`config.mk`:
```
export PLATFORM = sky130hd
export DESIGN_NAME = leg_core
export DESIGN_NICKNAME = d
export VERILOG_FILES = /design/src/rtl/leg_core.sv
export SDC_FILE = /design/constraint.sdc
export NUM_CORES = 1
export LEC_CHECK = 0
export BUFFER_PORTS_ARGS = -buffer_cell sky130_fd_sc_hd__buf_2
export CORE_MARGIN = 3
export CORE_UTILIZATION = 50
export CTS_CLUSTER_DIAMETER = 100
export DETAILED_ROUTE_END_ITERATION = 8
export PLACE_DENSITY = 0.74
export SETUP_SLACK_MARGIN = 0.4
export SYNTH_ARGS = -nofsm -noshare
export SYNTH_HDL_FRONTEND = slang
export SYNTH_SLANG_ARGS = --single-unit
```
`constraint.sdc`:
```
create_clock -name clk -period 10.8 [get_ports clk]
set_clock_uncertainty 0.2 [all_clocks]
set_input_delay 0.54 -clock clk [delete_from_list [all_inputs] [get_ports clk]]
set_output_delay 0.54 -clock clk [all_outputs]
set_load 0.03 [all_outputs]
```
`src/rtl/leg_core.sv`:
```
// leg_core: multi-cycle LEG core (FETCH -> DECODE -> EXEC -> WB, terminal HALT).
// Build option: define LEG_CORE_SIGNED_CMP_EN for two's-complement LT/LE/GT/GE when opcode[3]=1.
module leg_core #(
  parameter int DW   = 8,
  parameter int NREG = 6,
  parameter int PW   = 8
) (
  input  logic          clk,
  input  logic          res,
  output logic          pmem_en,
  output logic [PW-1:0] pmem_addr,
  input  logic [31:0]   pmem_rdata,
  input  logic [DW-1:0] in_data,
  input  logic          in_valid,
  output logic          in_ready,
  output logic [DW-1:0] out_data,
  output logic          out_valid,
  input  logic          out_ready,
  output logic          halted,
  output logic [PW-1:0] dbg_pc,
  output logic [2:0]    dbg_state
);

  // Handshakes: a word moves on a rising edge where valid and ready are both high;
  // the producer keeps data stable while valid is high and not yet accepted.

  typedef enum logic [2:0] {
    S_FETCH  = 3'd0,
    S_DECODE = 3'd1,
    S_EXEC   = 3'd2,
    S_WB     = 3'd3,
    S_HALT   = 3'd4
  } state_t;

  localparam logic [7:0] SEL_PC = 8'hFE;
  localparam logic [7:0] SEL_IO = 8'hFF;

  state_t        state_q;
  logic [PW-1:0] pc_q;
  logic [31:0]   instr_q;
  logic [DW-1:0] result_q;
  logic          take_q;
  logic [DW-1:0] regs_q [NREG];
  logic          out_valid_q;
  logic [DW-1:0] out_data_q;
  logic          halted_q;

  logic          op_imm1, op_imm2, op_cond, op_halt;
  logic [2:0]    op_code;
  logic [7:0]    arg1, arg2, dest;
  logic          need_in;
  logic [DW-1:0] opa, opb, shamt, alu_d;
  logic          lt, eq, cond_d;
  logic [PW-1:0] pc_inc;

  function automatic logic [DW-1:0] byte_to_data(input logic [7:0] b);
    logic [DW-1:0] r;
    r = '0;
    for (int i = 0; i < 8; i++) r[i] = b[i];
    return r;
  endfunction

  function automatic logic [DW-1:0] pc_to_data(input logic [PW-1:0] p);
    logic [DW-1:0] r;
    r = '0;
    for (int i = 0; i < PW && i < DW; i++) r[i] = p[i];
    return r;
  endfunction

  function automatic logic [PW-1:0] data_to_pc(input logic [DW-1:0] d);
    logic [PW-1:0] r;
    r = '0;
    for (int i = 0; i < PW && i < DW; i++) r[i] = d[i];
    return r;
  endfunction

  function automatic logic [PW-1:0] byte_to_pc(input logic [7:0] b);
    logic [PW-1:0] r;
    r = '0;
    for (int i = 0; i < PW && i < 8; i++) r[i] = b[i];
    return r;
  endfunction

  assign op_imm1 = instr_q[7];
  assign op_imm2 = instr_q[6];
  assign op_cond = instr_q[5];
  assign op_halt = instr_q[4];
  assign op_code = instr_q[2:0];
  assign arg1    = instr_q[15:8];
  assign arg2    = instr_q[23:16];
  assign dest    = instr_q[31:24];
  assign pc_inc  = pc_q + PW'(4);

  // A single in_data sample feeds both operands when both select I/O.
  assign need_in = (!op_imm1 && arg1 == SEL_IO) || (!op_imm2 && arg2 == SEL_IO);

  always_comb begin
    opa = '0;
    opb = '0;
    if (op_imm1)              opa = byte_to_data(arg1);
    else if (arg1 == SEL_PC)  opa = pc_to_data(pc_q);
    else if (arg1 == SEL_IO)  opa = in_data;
    else for (int i = 0; i < NREG; i++) if (arg1 == 8'(i)) opa = regs_q[i];
    if (op_imm2)              opb = byte_to_data(arg2);
    else if (arg2 == SEL_PC)  opb = pc_to_data(pc_q);
    else if (arg2 == SEL_IO)  opb = in_data;
    else for (int i = 0; i < NREG; i++) if (arg2 == 8'(i)) opb = regs_q[i];
  end

  always_comb begin
    shamt = opb % DW'(DW);
    alu_d = '0;
    case (op_code)
      3'd0: alu_d = opa + opb;
      3'd1: alu_d = opa - opb;
      3'd2: alu_d = opa & opb;
      3'd3: alu_d = opa | opb;
      3'd4: alu_d = ~opa;
      3'd5: alu_d = opa ^ opb;
      3'd6: alu_d = opa << shamt;
      3'd7: alu_d = opa >> shamt;
      default: alu_d = '0;
    endcase
  end

`ifdef LEG_CORE_SIGNED_CMP_EN
  always_comb begin
    eq = (opa == opb);
    lt = instr_q[3] ? ($signed(opa) < $signed(opb)) : (opa < opb);
  end
`else
  logic unused_sgn;
  assign unused_sgn = instr_q[3];
  always_comb begin
    eq = (opa == opb);
    lt = (opa < opb);
  end
`endif

  always_comb begin
    cond_d = 1'b0;
    case (op_code)
      3'd0: cond_d = eq;
      3'd1: cond_d = !eq;
      3'd2: cond_d = lt;
      3'd3: cond_d = lt || eq;
      3'd4: cond_d = !(lt || eq);
      3'd5: cond_d = !lt;
      3'd6: cond_d = 1'b1;
      3'd7: cond_d = 1'b0;
      default: cond_d = 1'b0;
    endcase
  end

  always_ff @(posedge clk or posedge res) begin
    if (res) begin
      state_q     <= S_FETCH;
      pc_q        <= '0;
      instr_q     <= '0;
      result_q    <= '0;
      take_q      <= 1'b0;
      out_valid_q <= 1'b0;
      out_data_q  <= '0;
      halted_q    <= 1'b0;
      for (int i = 0; i < NREG; i++) regs_q[i] <= '0;
    end else begin
      case (state_q)
        S_FETCH: state_q <= S_DECODE;
        S_DECODE: begin
          instr_q <= pmem_rdata;
          state_q <= S_EXEC;
        end
        S_EXEC: begin
          if (!need_in || in_valid) begin
            result_q <= alu_d;
            take_q   <= cond_d;
            if (!op_cond && op_halt) begin
              state_q  <= S_HALT;
              halted_q <= 1'b1;
            end else begin
              state_q <= S_WB;
              if (!op_cond && dest == SEL_IO) begin
                out_valid_q <= 1'b1;
                out_data_q  <= alu_d;
              end
            end
          end
        end
        S_WB: begin
          // Architectural state commits only when WB completes.
          if (!out_valid_q || out_ready) begin
            out_valid_q <= 1'b0;
            state_q     <= S_FETCH;
            if (op_cond) begin
              pc_q <= take_q ? byte_to_pc(dest) : pc_inc;
            end else begin
              for (int i = 0; i < NREG; i++) if (dest == 8'(i)) regs_q[i] <= result_q;
              pc_q <= (dest == SEL_PC) ? data_to_pc(result_q) : pc_inc;
            end
          end
        end
        S_HALT: state_q <= S_HALT;
        default: state_q <= S_FETCH;
      endcase
    end
  end

  // Gated by res so the strobe is low while reset is held and rises as soon as it drops.
  assign pmem_en   = (state_q == S_FETCH) && !res;
  assign pmem_addr = pc_q;
  assign in_ready  = (state_q == S_EXEC) && need_in;
  assign out_valid = out_valid_q;
  assign out_data  = out_data_q;
  assign halted    = halted_q;
  assign dbg_pc    = pc_q;
  assign dbg_state = state_q;

endmodule
```
# Word level (Yosys, flattened, before mapping)
# Cells that the tools add are included.
word_totals:
  register_bits: 110
  in_bits: 44
  out_inout_bits: 31
classes:
  add_sub_neg: 3
  order_cmp: 1
  n_eq_ne: 37
  shift: 2
  n_mux: 32
  n_bitwise: 6
  reduce_logical: 37
op_table:
  columns: ["cell", "n"]
  rows:
  - ["two-way mux 8 bit", 21]
  - ["case mux 8 bit (8 select lines)", 1]
  - ["== test 8 x 2 -> 1 bit (second input constant)", 6]
  - ["== test 8 x 3 -> 1 bit (second input constant)", 6]
  - ["== test 8 bit (second input constant)", 6]
  - ["AND reduction 4 bit", 7]
  - ["== test 8 x 1 -> 1 bit (second input constant)", 3]
  - ["zero test 8 bit", 3]
  - ["== test 3 bit (second input constant)", 5]
  - ["case mux 3 bit (5 select lines)", 1]
  - ["== test 3 x 2 -> 1 bit (second input constant)", 4]
  - ["zero test 1 bit", 9]
  - ["two-way mux 3 bit", 3]
  - ["adder 8 x 3 -> 8 bit (second input constant)", 1]
  - ["adder 8 bit", 1]
  - ["bitwise AND 8 bit", 1]
  - ["== test 8 bit", 1]
  - ["less-than comparator 8 bit", 1]
  - ["!= test 2 bit (second input constant)", 4]
  - ["NOT 8 bit", 1]
  - ["OR 8 bit", 1]
  - ["case mux 1 bit (8 select lines)", 1]
  - ["<< shifter 8 x 3 -> 8 bit", 1]
  - ["right shift 8 x 3 -> 8 bit", 1]
  - ["other kinds (13)", 29]

# Logic depth before layout (Yosys ltp)
logic_depth:
  depth_word: 14
  ltp_mapped: 18
  depth_no_buf: 16

# Least setup slack after synthesis
# OpenSTA, ideal clock, no wires.
synth_timing:
  kind: "reg-to-reg"
  start: "register instr_q[16]"
  end: "register result_q[7]"
  setup_ns: 0.137
  t_arrival_ns: 3.779
  slack_ns: 6.684
  stages_incl_launch_ff: 18
  path_buffers: 3
  cell_sequence: "dfrtp_1 -> buf_2 -> buf_2 -> buf_2 -> mux4_2 -> and2_1 -> a31oi_1 -> o221ai_1 -> mux2_2 -> ha_1 -> inv_1 -> o31ai_1 -> o31ai_1 -> and3b_1 -> o311ai_0 -> o41ai_1 -> nor4_2 -> a21oi_1"
synth_between:
  elab_chain_cells: 12
  elab_cells_between_ends: 30
  classes_between: "add/sub: 2; eq/ne: 7; shift: 2; mux: 10; bitwise: 3; reduce/logical: 6"
synth_rtl:
  columns: ["item", "line", "rtl"]
  rows:
  - ["start: declaration", "40", "logic [31:0] instr_q;"]
  - ["start signal: assignment", "170", "instr_q <= pmem_rdata;"]
  - ["zero test 8 bit", "107", "else for (int i = 0; i < NREG; i++) if (arg2 == 8'(i)) opb = regs_q[i];"]
  - ["two-way mux 8 bit (6 in series)", "107", null]
  - ["two-way mux 8 bit", "106", "else if (arg2 == SEL_IO) opb = in_data;"]
  - ["two-way mux 8 bit", "105", "else if (arg2 == SEL_PC) opb = pc_to_data(pc_q);"]
  - ["two-way mux 8 bit", "104", "if (op_imm2) opb = byte_to_data(arg2);"]
  - ["subtractor 8 bit (tied with other cells)", "115", "3'd1: alu_d = opa - opb;"]
  - ["case mux 8 bit (8 select lines)", "113", "case (op_code)"]
  - ["end signal: assignment", "175", "result_q <= alu_d;"]
  - ["end: declaration", "41", "logic [DW-1:0] result_q;"]
# Several ways; a longest one is shown, not always the timed one.
# A chain may end at the register's enable or synchronous reset.

# Final worst setup path
layout_timing:
  start: "register instr_q[10]"
  end: "register out_data_q[7], in the netlist out_data[7]"
layout_between:
  elab_chain_cells: 12
  elab_cells_between_ends: 31
  classes_between: "add/sub: 2; eq/ne: 7; shift: 2; mux: 10; bitwise: 4; reduce/logical: 6"
layout_rtl:
  columns: ["item", "line", "rtl"]
  rows:
  - ["zero test 8 bit", "103", "else for (int i = 0; i < NREG; i++) if (arg1 == 8'(i)) opa = regs_q[i];"]
  - ["two-way mux 8 bit (6 in series)", "103", null]
  - ["two-way mux 8 bit", "102", "else if (arg1 == SEL_IO) opa = in_data;"]
  - ["two-way mux 8 bit", "101", "else if (arg1 == SEL_PC) opa = pc_to_data(pc_q);"]
  - ["two-way mux 8 bit", "100", "if (op_imm1) opa = byte_to_data(arg1);"]
  - ["subtractor 8 bit (tied with other cells)", "115", null]
  - ["case mux 8 bit (8 select lines)", "113", null]
  - ["end signal: assignment", "184", "out_data_q <= alu_d;"]
  - ["end: declaration", "45", "logic [DW-1:0] out_data_q;"]
# Several ways; a longest one is shown, not always the timed one.

==> results.py <==
metrics = {
    "floorplan": {
        "pin_count": 75,
        "fp.dieW_um": 131,
        "coreArea_mm2": 0.0149,
        "die_y_um": 131,
        "die_area_mm2": 0.0171,
        "rows": 44,
        "initial_core_util_pct": 52.4,
    },
    "finish": {
        "final_common_cell": "dfrtp_1",
        "syn2layout_area_growth_pct": 9.08,
        "finalNonFillerCells": 1049,
        "drive_gt1_share_pct": 24.7,
        "nets": 932,
        "diodes": 0,
        "final_cell_mix": "109 x dfrtp_1, 81 x mux2_2, 73 x buf_2",
        "n_fill_cell": 1344,
    },
    "worst_setup_path": {
        "cp_max_fo": 32,
        "critical-path-top-delay-family": "simple AND/OR/NAND/NOR gates",
        "setup.worst_path.start_class": "flop",
        "reg2reg_depth": 13,
        "path_buf_inv": 1,
        "cp_common_cell": "o31ai_1",
        "crit_path_top_delay_cell": "dfrtp_1",
        "cp.arrival_ns": 5.17,
        "r2r_slack_ns": 5.64,
        "end_kind": "flop",
        "path_cells": "nand4_1 -> nor2_1 -> a211oi_1 -> or2_0 -> ha_1 -> inv_1 -> o31ai_1 -> o31ai_1 -> and3b_1 -> o311ai_0 -> o41ai_1 -> nor4_2 -> a21oi_1",
        "critPathKind": "flop to flop",
        "cp.required_ns": 10.81,
        "max_stage_delay_ns": 1.05,
        "cp.depth": 13,
    },
    "synthesis": {
        "synth_edf_count": 0,
        "synth_nets": 900,
        "async_reset_ff_share_pct": 100,
        "synth_seq_cells": 109,
        "ys_warn_count": 0,
        "seq_area_frac_synth_pct": 35.0,
        "synth-main-ff-cell": "dfrtp_1",
        "synth.avg_cell_area_um2": 9.41,
        "syn_inst": 828,
        "ys_types": 88,
        "synth_area_mm2": 0.00779,
    },
    "timing": {
        "max_freq_ghz": 0.194,
        "drv_slew": 0,
        "final.period_utilization_pct": 47.8,
        "rsz0062_at_grt": "false",
        "setup_viol_count_final": 0,
        "finalHoldViolations": 0,
        "relSlewSlack_pct": 25.6,
        "worstMarginPinSlew_ns": 1.11,
        "tns_ns": 0,
        "period_minus_slack_ns": 5.16,
    },
    "global_routing": {
        "grt_pass1_wl_um": 36200,
        "overflow": 0,
        "grt_pass1_vias": 6434,
        "grt_start_max_net_pins": 65,
        "antenna_found_initial": 0,
        "gr-usage-all-layers_pct": 27.2,
    },
    "routing": {
        "num_vias": 6847,
        "routedWlPerCell_um": 21.7,
        "first_pass_iters": 6,
        "routed_via_density": 6.53,
        "drt_wl_total_um": 22700,
        "drc": 0,
        "ant_nets": 0,
        "drt_iter0_drc": 847,
    },
    "placement": {
        "port_buffers": 73,
        "dp.cells": 1033,
        "place_congestion": 0.977,
        "hpwl_um": 16200,
    },
    "cts": {
        "clk_pin_slew_worst_paths_ns": 0.07,
        "cts_resized": 0,
        "ctsHoldBuffers": 0,
        "cts_max_level": 3,
        "cts_sinks": 109,
        "numCtsBuffers": 9,
        "insertion_delay_ns": 0.36,
        "cts_setup_buffers": 0,
        "clockRootBuffer": "clkbuf_16",
        "cts_tree": "done",
        "cts_buffer_depth": 2,
    },
    "power": {
        "p_leak_uw": 0.00368,
        "p_per_area_mw_per_mm2": 315,
        "max-vdd-ir-drop_uv": 244,
    },
    "run": {
        "maxCapViolations": 0,
    },
    "min_path": {
        "hold_class": "input port to asynchronous set/reset pin",
    },
    "run_status": {
        "outcome": "complete, no violations",
    },
}
## logic make-up after synthesis
| group | count (synthesis) | share of synthesized area [%] |
|---|---|---|
| multiplexers | 115 | 17.2 |
| flip-flops | 109 | 35.0 |
| AO/OA/AOI/OAI | 223 | 20.3 |
| XOR/XNOR | 5 | 0.562 |
| AND/OR/NAND/NOR | 248 | 16.5 |
| adder cells (fa/ha/maj) | 28 | 4.69 |
| buffers and inverters | 100 | 5.67 |
## sequential cells by signal (all words and copies together) (netlist names)
| register | flops |
|---|---|
| dbg_pc | 8 |
| regs_q | 48 |
| dbg_state | 3 |
| result_q | 8 |
| instr_q | 31 |
| halted | 1 |
| take_q | 1 |
| out_valid | 1 |
| out_data | 8 |
## cell usage after synthesis, types with 3 or more instances
cell | count | area [um^2]
ha_1 | 26 | 325
or3_1 | 5 | 31.3
o22ai_1 | 10 | 62.6
and4_1 | 3 | 26.3
or2_0 | 5 | 31.3
buf_4 | 10 | 75.1
mux4_2 | 7 | 158
a22oi_1 | 3 | 22.5
dfrtp_1 | 109 | 2730
o32ai_1 | 3 | 26.3
inv_1 | 36 | 135
nor2b_1 | 13 | 81.3
nand3_1 | 17 | 85.1
nand2_1 | 66 | 248
mux2_2 | 81 | 912
and2_1 | 6 | 37.5
a21oi_1 | 35 | 175
o31ai_1 | 11 | 82.6
o21ai_0 | 42 | 210
nor4_1 | 5 | 31.3
inv_2 | 3 | 11.3
a21o_1 | 7 | 52.6
buf_1 | 4 | 15.0
nor3_1 | 21 | 105
a211oi_1 | 18 | 135
a221o_1 | 3 | 30.0
o221ai_1 | 6 | 52.6
nor2_1 | 63 | 236
mux2i_1 | 27 | 270
xnor2_1 | 3 | 26.3
clkbuf_1 | 24 | 90.1
and3_1 | 5 | 31.3
nand2b_1 | 8 | 50.1
nor3b_1 | 5 | 37.5
a31oi_1 | 20 | 125
buf_2 | 23 | 115
o21ai_1 | 5 | 25.0
o21bai_1 | 5 | 37.5
a221oi_1 | 8 | 70.1
a311oi_1 | 3 | 26.3
o211ai_1 | 9 | 67.6
## worst paths after layout
check,from,to
worst max-delay path,instr_q[10],out_data[7]
worst min-delay path,res,dbg_state[1]
min in group clk,pmem_rdata[6],instr_q[6]
worst min register to register,halted,halted
max in group asynchronous,res,regs_q[32]
worst max register to register,instr_q[10],out_data[7]
## layer usage
metal | wire length [um] | vias up | global-route usage (%)
met1 | 9700 | 3330 | 38.3
met5 | 0 | - | 0
met4 | 487 | 0 | 7.62
li1 | - | 3122 | -
met2 | 10600 | 358 | 42.8
met3 | 1980 | 37 | 5.57
## stage by stage
| step | cell area [um^2] | power (uW) | hold slack, ns | setup WS, ns | util [%] |
|---|---|---|---|---|---|
| after CTS | 8490 | 2650 | 0.0586 | 5.80 | 57.1 |
| after floorplan | 7790 | 1870 | 0.240 | 6.68 | - |
| final | 8490 | 2680 | 0.0446 | 5.64 | 57.1 |
| after detailed placement | 8160 | 2270 | 0.245 | 5.82 | 54.9 |
| after global placement | 8160 | 2250 | 0.248 | 5.85 | 54.9 |
| after global routing | 8490 | 2850 | 0.0962 | 5.34 | 57.1 |
## power breakdown
part	internal, uW	switching, uW	total [uW]
sequential	526	257	783
combinational	585	936	1520
clock	212	161	372
total	1320	1350	2680
## cell type report
type                            count  area [um^2]  share of cell area, %
Multi-Input combinational cell    619         4620                   54.4
Sequential cell                   109         2730                   32.1
Tap cell                          184          230                   2.71
Inverter                           39          149                   1.75
Clock inverter                      6         92.6                   1.09
Clock buffer                       10          239                   2.81
Timing Repair Buffer               82          433                   5.10
(Power assumes the default switching activity.)
